$ cat src/rtl/register_bank_pkg.sv
// -----------------------------------------------------------------------------
// register_bank_pkg
// Shared MIPS datapath constants used by the register bank and its helpers.
//   DATA_W_DEF : default register width in bits
//   ADDR_W_DEF : default register address width (depth = 2**ADDR_W)
//   REG_ZERO   : index of the hard-wired zero register
//   CNT_W      : width of the committed-write counter
// -----------------------------------------------------------------------------
`timescale 1ns/1ps
package register_bank_pkg;

  localparam int unsigned DATA_W_DEF = 32;
  localparam int unsigned ADDR_W_DEF = 5;
  localparam int unsigned REG_ZERO   = 0;
  localparam int unsigned CNT_W      = 16;

endpackage : register_bank_pkg

$ cat src/rtl/regbank_bypass.sv
// -----------------------------------------------------------------------------
// regbank_bypass
// Per-read-port write-through bypass. When a write is committing this cycle to
// the address being read, the port returns the incoming write data instead of
// the (not yet updated) stored value.
//   wr_commit_i  : a write will commit on the next rising edge
//   wr_addr_i    : address of that write
//   wr_data_i    : data of that write
//   rd_addr_i    : address read by this port
//   store_data_i : stored value at rd_addr_i (already zero for register 0)
//   rd_data_o    : value presented on the read port
// -----------------------------------------------------------------------------
`timescale 1ns/1ps
module regbank_bypass #(
  parameter int unsigned DATA_W = 32,
  parameter int unsigned ADDR_W = 5
) (
  input  logic              wr_commit_i,
  input  logic [ADDR_W-1:0] wr_addr_i,
  input  logic [DATA_W-1:0] wr_data_i,
  input  logic [ADDR_W-1:0] rd_addr_i,
  input  logic [DATA_W-1:0] store_data_i,
  output logic [DATA_W-1:0] rd_data_o
);

  // wr_commit_i already excludes register 0, so the zero register can never be
  // bypassed to a non-zero value here.
  assign rd_data_o = (wr_commit_i && (rd_addr_i == wr_addr_i)) ? wr_data_i
                                                               : store_data_i;

endmodule : regbank_bypass

$ cat src/rtl/register_bank.sv
// -----------------------------------------------------------------------------
// register_bank
// 2**ADDR_W x DATA_W MIPS register file with two combinational read ports
// (with write-through bypass), one write port, a registered debug read port
// and a wrapping counter of committed writes. Register 0 always reads 0.
//   clk, rst_n           : clock, asynchronous active-low reset
//   reg_write            : write enable
//   write_addr/data      : write port (writes to register 0 are discarded)
//   read_addr1/data1     : rs read port, zero-cycle latency
//   read_addr2/data2     : rt read port, zero-cycle latency
//   dbg_addr/dbg_data    : debug read, one cycle latency, post-write value
//   write_count          : number of committed writes, wraps at 16 bits
// -----------------------------------------------------------------------------
`timescale 1ns/1ps
module register_bank
  import register_bank_pkg::*;
#(
  parameter int unsigned DATA_W = DATA_W_DEF,
  parameter int unsigned ADDR_W = ADDR_W_DEF
) (
  input  logic              clk,
  input  logic              rst_n,
  input  logic              reg_write,
  input  logic [ADDR_W-1:0] write_addr,
  input  logic [DATA_W-1:0] write_data,
  input  logic [ADDR_W-1:0] read_addr1,
  input  logic [ADDR_W-1:0] read_addr2,
  output logic [DATA_W-1:0] read_data1,
  output logic [DATA_W-1:0] read_data2,
  input  logic [ADDR_W-1:0] dbg_addr,
  output logic [DATA_W-1:0] dbg_data,
  output logic [CNT_W-1:0]  write_count
);

  localparam int unsigned       DEPTH     = 1 << ADDR_W;
  localparam logic [ADDR_W-1:0] ZERO_ADDR = ADDR_W'(REG_ZERO);

  // ---------------------------------------------------------------------------
  // Write arming. armed_q is cleared by reset and sets on the first rising edge
  // after release, so a write presented on the edge at which reset deasserts
  // is dropped; the first write commits on the following edge. It also blocks
  // the read bypass while reset is active.
  // ---------------------------------------------------------------------------
  logic armed_q;

  // NOTE: sequential state is updated with non-blocking (<=) assignments so
  // every flop samples the pre-edge value of every other flop.
  always_ff @(posedge clk or negedge rst_n) begin
    if (!rst_n) begin
      armed_q <= 1'b0;
    end else begin
      armed_q <= 1'b1;
    end
  end

  logic wr_commit;
  assign wr_commit = armed_q && reg_write && (write_addr != ZERO_ADDR);

  // ---------------------------------------------------------------------------
  // Storage: a flop array so the whole bank clears asynchronously.
  // ---------------------------------------------------------------------------
  logic [DATA_W-1:0] regs_q [DEPTH];

  // NOTE: this array is deliberately reset. A reset on every entry rules out a
  // RAM macro, which is intended: the bank must read zero during reset.
  always_ff @(posedge clk or negedge rst_n) begin
    if (!rst_n) begin
      for (int unsigned i = 0; i < DEPTH; i++) begin
        regs_q[i] <= '0;
      end
    end else if (wr_commit) begin
      regs_q[write_addr] <= write_data;
    end
  end

  // Stored values seen by each port; register 0 is forced to zero here so the
  // hard-wired zero does not depend on entry 0 never being written.
  logic [DATA_W-1:0] store_rd1;
  logic [DATA_W-1:0] store_rd2;
  logic [DATA_W-1:0] store_dbg;

  assign store_rd1 = (read_addr1 == ZERO_ADDR) ? '0 : regs_q[read_addr1];
  assign store_rd2 = (read_addr2 == ZERO_ADDR) ? '0 : regs_q[read_addr2];
  assign store_dbg = (dbg_addr   == ZERO_ADDR) ? '0 : regs_q[dbg_addr];

  // ---------------------------------------------------------------------------
  // Read ports with write-through bypass.
  // ---------------------------------------------------------------------------
  regbank_bypass #(
    .DATA_W (DATA_W),
    .ADDR_W (ADDR_W)
  ) u_bypass_rs (
    .wr_commit_i  (wr_commit),
    .wr_addr_i    (write_addr),
    .wr_data_i    (write_data),
    .rd_addr_i    (read_addr1),
    .store_data_i (store_rd1),
    .rd_data_o    (read_data1)
  );

  regbank_bypass #(
    .DATA_W (DATA_W),
    .ADDR_W (ADDR_W)
  ) u_bypass_rt (
    .wr_commit_i  (wr_commit),
    .wr_addr_i    (write_addr),
    .wr_data_i    (write_data),
    .rd_addr_i    (read_addr2),
    .store_data_i (store_rd2),
    .rd_data_o    (read_data2)
  );

  // ---------------------------------------------------------------------------
  // Debug read and write counter.
  // ---------------------------------------------------------------------------
  logic [DATA_W-1:0] dbg_data_q;
  logic [DATA_W-1:0] dbg_data_d;
  logic [CNT_W-1:0]  write_count_q;
  logic [CNT_W-1:0]  write_count_d;

  // NOTE: every signal driven here gets a default first, so no path leaves it
  // unassigned and no latch is inferred.
  always_comb begin
    dbg_data_d    = store_dbg;
    write_count_d = write_count_q;
    // A same-edge write to the observed register shows its new value.
    if (wr_commit && (dbg_addr == write_addr)) begin
      dbg_data_d = write_data;
    end
    // Natural 16-bit overflow gives the 0xFFFF -> 0x0000 wrap.
    if (wr_commit) begin
      write_count_d = write_count_q + CNT_W'(1);
    end
  end

  always_ff @(posedge clk or negedge rst_n) begin
    if (!rst_n) begin
      dbg_data_q    <= '0;
      write_count_q <= '0;
    end else begin
      dbg_data_q    <= dbg_data_d;
      write_count_q <= write_count_d;
    end
  end

  assign dbg_data    = dbg_data_q;
  assign write_count = write_count_q;

  // An unknown write address can never satisfy the commit decode, so storage
  // is untouched; flag it so the source of the X gets fixed.
  a_write_addr_known : assert property (
    @(posedge clk) disable iff (!rst_n) reg_write |-> !$isunknown(write_addr)
  );

endmodule : register_bank

$ cat config.mk
export PLATFORM = sky130hd
export DESIGN_NAME = register_bank
export DESIGN_NICKNAME = d
export VERILOG_FILES = /design/src/rtl/register_bank_pkg.sv /design/src/rtl/regbank_bypass.sv /design/src/rtl/register_bank.sv
export SDC_FILE = /design/constraint.sdc
export NUM_CORES = 2
export LEC_CHECK = 0
export CAP_MARGIN = 20
export CORE_ASPECT_RATIO = 1.25
export CORE_UTILIZATION = 49
export CTS_CLUSTER_DIAMETER = 150
export DETAILED_ROUTE_END_ITERATION = 12
export DONT_BUFFER_PORTS = 1
export PLACE_DENSITY_LB_ADDON = 0.1
export SYNTH_ARGS = -nofsm -noshare
export SYNTH_HDL_FRONTEND = slang
export SYNTH_SLANG_ARGS = --single-unit
$ cat constraint.sdc
create_clock -name clk -period 8.85 [get_ports clk]
set_input_delay 1.77 -clock clk [delete_from_list [all_inputs] [get_ports clk]]
set_output_delay 1.77 -clock clk [all_outputs]
set_load 0.05 [all_outputs]
# [Word-level counts from Yosys, hierarchy flattened]
# Cells that the tools add are included.
[word_totals] ram_bits=0 mem_count=0 wordCells=76 mem_bits_ro=0 in_bits=55 latch_bits=0 out_inout_bits=112 regBits=1073
[classes] div_mod_pow=0 n_mux=18 magnitude_cmp=5 addsub=1 reduce_logical=10 n_shift=0 eq_ne=3 n_bitwise=4 n_mul=0
[ops] operator="$bwmux 1024" count=1
[ops] operator="$bmux 32 s5" count=3
[ops] operator="$mux 32" count=13
[ops] operator="$demux 32 s5" count=1
[ops] operator="$ge 6x6->1 const B" count=4
[ops] operator="$not 5->6" count=4
[ops] operator="$add 16x1->16 const B" count=1
[ops] operator="$eq 5x5->1" count=3
[ops] operator="$logic_not 5->1" count=3
[ops] operator="$logic_and 1x1->1" count=6
[ops] operator="$lt 6x1->1 const B" count=1
[ops] operator="$reduce_bool 5->1" count=1

# [Logic depth before layout (Yosys ltp)]
[depth] depth_word=6 ltp_mapped=10 depth_no_buf=6

# [Modules after synthesis]
# From an unflattened synthesis, not the netlist that was laid out.
[unflattened] hier_cells=4090 area_unflattened_um2=64767.1
[modules_own_cells] module="register_bank" instances=1 cells_per_inst=4004 area_each_um2=63566.0 seq_area_each_um2=26850.8
[modules_own_cells] module="regbank_bypass" instances=2 cells_per_inst=43 area_each_um2=600.6 seq_area_each_um2=0.0

# [Worst setup path after synthesis]
# Ideal clock, no wire load.
[synth_path] kind="input to output" from="in read_addr2[1]" to="out read_data2[13]" t_arrival_ns=4.191 path_stages=7 slack_ns=2.889 n_path_buf=4 required_ns=7.080 path_cell_list="buf_2 -> buf_4 -> buf_4 -> clkbuf_1 -> mux4_2 -> a221oi_1 -> o31ai_1"
[synth_via] elab_chain_len=6 elab_cells_between_ends=9 cone_classes="1 x eq/ne; 5 x mux; 1 x bitwise; 2 x reduce/logical"
[synth_rtl] element="start: declaration" line_no="register_bank.sv:27" source="input logic [ADDR_W-1:0] read_addr2,"
[synth_rtl] element="$not 5->6 (implied by the code)" line_no="register_bank.sv:83" source="assign store_rd2 = (read_addr2 == ZERO_ADDR) ? '0 : regs_q[read_addr2];"
[synth_rtl] element="$bmux 32 s5" line_no="register_bank.sv:83"
[synth_rtl] element="$mux 32 (implied by the code) (2 in series)" line_no="register_bank.sv:83"
[synth_rtl] element="$mux 32" line_no="register_bank.sv:83"
[synth_rtl] element="$mux 32 *" line_no="regbank_bypass.sv:28" source="assign rd_data_o = (wr_commit_i && (rd_addr_i == wr_addr_i)) ? wr_data_i"
[synth_rtl] element="end: declaration" line_no="register_bank.sv:29" source="output logic [DATA_W-1:0] read_data2,"
# Mark *: on every way between the ends. The rest lies on a longest branch, timed or not. The select of a mux whose other input is x is not followed.

# [Worst setup path in the final report]
[layout_path] from="in read_addr2[0]" to="out read_data2[31]"
# The elaborated chain is that of the path after synthesis.

==> impl_results.md <==
* Number of detailed-route iterations in the first pass at 7
* Maximum net fanout on the critical path at 305
* Number of antenna violations at the first check in global routing at 8
* Share of layout cells above drive strength 1 at 41.1%
* Dpl hpwl at 130000 microns
* Total setup buffers inserted after CTS at 0
* Worst-Margin Slew at 1550 ps
* Num Clock Sinks at 1073
* Share of the synthesized area in the top cell type at 40.7%
* Unique cell type count in the Yosys netlist at 53
* Placement row count at 150
* Power density normalized to cell area at 200 mW/mm^2
* Initial core utilization at 49.4%
* CP Cell Sequence: xnor2_1 -> nand3_1 -> nor4_4 -> buf_4 -> a21o_4 -> nor3_1 -> a21o_1
* Total nets after synthesis at 4951
* Total track usage at 36.6%
* Nature of the critical path endpoint: output port
* Hold Buf Count CTS at 0
* Proportion of synthesized chip area in sequential cells at 40.7%
* Clock insertion delay at the later pin of the skew report at 760 ps
* Class of the tightest hold or removal check: reg2reg
* Number of buffers created by CTS at 119
* Sort of element at the start of the critical path: primary input
* DIE AREA at 0.136 sq mm
* Combined buffer and inverter count along the critical path at 1
* Cell area after synthesis at 0.0659 sq mm
* Met3 routed WL at 18900 microns
* DRT antenna net count at 0
* Port buffer count at 0
* Endpoint required time on the critical path at 7080 ps
* DRC marker count from the first detailed-route iteration at 4903
* Number of inserted filler cells in the final layout at 11.4k
* Chip Width at 330 microns
* Biggest area contributors in the synthesized netlist: sky130_fd_sc_hd__dfrtp_1 (41%), sky130_fd_sc_hd__mux2_2 (19%), sky130_fd_sc_hd__mux4_2 (15%), sky130_fd_sc_hd__mux2i_1 (11%), sky130_fd_sc_hd__a22oi_1 (1.8%)
* Area of the multi-input gates at 0.0368 sq mm
* Skew final at 20.2 ps
* Final design instance area without fill at 0.0707 sq mm
* Max clock buf depth at 3
* Maximum number of pins on one net before global-route repair at 1074
* Final setup violation count at 0
* First element of the critical path: read_addr2[0]
* Data arrival at the endpoint of the critical path at 5200 ps
* Clk root buf: sky130_fd_sc_hd__clkbuf_16
* Routed via count at 46.5k
* Dominant cell type by area after synthesis: sky130_fd_sc_hd__dfrtp_1
* M1 wire length at 97300 microns
* Net count reported at finish at 4591
* Synth cell count leaders: sky130_fd_sc_hd__mux2_2 (1093), sky130_fd_sc_hd__dfrtp_1 (1073), sky130_fd_sc_hd__mux2i_1 (714)
* Number of synthesized register bits at 1073
* Storage element area at 0.0269 sq mm
* Number of vias per cell after detailed routing at 7.29
* Setup repair after global routing missed its margin: no
* Met2 WL at 117000 microns
* Master of the slowest instance on the critical path: sky130_fd_sc_hd__a21o_4
* Final weighted congestion of routability-driven global placement at 0.859
* Synthesized area per cell at 13.5 sq um
* Residual overflow from global routing at 0
* Final Cycle Share at 78.7%
* Status: finished with violations
* Max-slew headroom at -3.47%
* I/O pin count at 167
* Core footprint at 0.134 sq mm
* Most frequent cell after synthesis: sky130_fd_sc_hd__mux2_2
* Post-synthesis cell count at 4895
* Delay of the slowest critical-path stage at 670 ps
* Critical path class: in2out
* Highest metal used: met5
* Clock transition at the register clock pins on the worst setup and hold paths after CTS at 60 ps
* Worst hold path startpoint: regs_q[1010]
* F_max at 0.144 GHz
* Count of final hold-check violations at 0
* Leakage power figure at 31.6 nW
* Placed inst area at 0.0664 sq mm
* Floorplan die height at 412 microns
* Wire length reported by the detailed router at 248000 microns
* Mean routed wirelength per cell at 38.9 microns
* Clock tree from TritonCTS: done
* Wire length of the first global-routing pass at 356000 microns
* Async S/R FF share, synth at 100%
* Remaining DRCs at 0
* Violations in the final reports: slew limit
* Vias in the first global route at 46.7k
* Count of flip-flops with a built-in enable after synthesis at 0
* Ys flop type: sky130_fd_sc_hd__dfrtp_1
* VDD IR max at 0.189 mV
* Top Family by Delay on Critical Path: compound AO/OA/AOI/OAI gates
* Post-Route Setup TNS at 0 ps
* Number of gates resized after CTS at 0
* Count of max-cap constraint violations at 0
* Max-slew violations at 69
* Max H-tree Level at 3
* Launching point of the worst reg2reg path: armed_q
* Time the final worst path needs with I/O delays and setup at 6970 ps
* Synth Warn # at 0
* Area grow syn2layout at 7.20%
## layer usage
metal | vias up | track usage (%)
li1 | 18414 | -
met1 | 25045 | 47.6
met2 | 2349 | 57.7
met3 | 687 | 6.64
met4 | 4 | 20.2
met5 | - | 0
## layout make-up
class	instances	share of cell area, %
diodes	7	0.0248
clock buffers	174	5.00
clock inverters	39	0.832
inverters	1	0.00531
multi-input cells	3254	52.0
flip-flops and latches	1073	38.0
well taps	1748	3.09
repair buffers	86	1.08
## sequential cells by signal, indices dropped and copies added (netlist names)
register / flops
regs_q: 1024
dbg_data: 32
write_count: 16
armed_q: 1
## where the power goes
| group | leakage, nW | switching (W) | internal [W] |
|---|---|---|---|
| Sequential | 14.3 | 0.000736 | 0.00552 |
| Clock | 2.03 | 0.00219 | 0.00313 |
| Combinational | 15.3 | 0.00110 | 0.00144 |
| Total | 31.6 | 0.00403 | 0.0101 |
## metrics by stage
stage	util (%)	setup slack, ps	hold WS [ps]	std cells	total power, W
after global placement	49.7	2240	409	6155	0.00866
after CTS	52.8	2340	423	6369	0.0140
final	52.9	1880	430	6382	0.0141
after detailed placement	49.7	2340	410	6156	0.00871
after global routing	52.9	2180	444	6375	0.0146
after floorplan	-	2890	462	4895	0.00827
## kinds of logic (layout without fill, tap and decap cells)
family	Yosys count	after routing	synth area share [%]
AND/OR/NAND/NOR	239	239	1.73
multiplexers	2257	2257	44.8
buffers and inverters	568	300	4.26
AO/OA/AOI/OAI	726	726	8.03
XOR/XNOR	30	30	0.398
flip-flops	1073	1073	40.7
other	1	8	0.00569
adder cells (fa/ha/maj)	1	1	0.0190
## cells in the final DEF (no fill, tap or decap), types with 24 or more instances in the layout
master | netlist | layout
sky130_fd_sc_hd__nand2_1 | 92 | 86
sky130_fd_sc_hd__a22oi_1 | 156 | 156
sky130_fd_sc_hd__dfrtp_1 | 1073 | 1073
sky130_fd_sc_hd__mux2i_1 | 714 | 714
sky130_fd_sc_hd__a211oi_1 | 24 | 24
sky130_fd_sc_hd__a21oi_1 | 163 | 163
sky130_fd_sc_hd__clkbuf_16 | 0 | 120
sky130_fd_sc_hd__mux2_2 | 1093 | 1093
sky130_fd_sc_hd__a22o_1 | 76 | 76
sky130_fd_sc_hd__a221oi_1 | 77 | 77
sky130_fd_sc_hd__a21o_1 | 56 | 55
sky130_fd_sc_hd__a2111oi_0 | 55 | 54
sky130_fd_sc_hd__mux4_2 | 448 | 448
sky130_fd_sc_hd__nand3_1 | 29 | 24
sky130_fd_sc_hd__clkbuf_8 | 0 | 33
sky130_fd_sc_hd__buf_4 | 52 | 79
sky130_fd_sc_hd__o221ai_1 | 32 | 32
## path summary, 6_finish.rpt
| path | slack, ps | to | depth (start not counted) |
|---|---|---|---|
| max | 1880 | read_data2[31] | 7 |
| min | 430 | regs_q[1010] | 0 |
| max reg2reg | 5240 | dbg_data[28] | 8 |
| min reg2reg | 430 | regs_q[1010] | 0 |
| max in group asynchronous | 5280 | regs_q[97] | 3 |
| min in group asynchronous | 720 | regs_q[1014] | 0 |
## worst reg2reg max path: cells and delay by family (launching register included)
kind                   cells  cell delay [ps]
AOI/OAI and AO/OA          3             1460
DFF                        1              370
buffers and inverters      2              710
and+or+nand+nor            3             1000
Note: power is estimated with default switching activity, not from simulation.
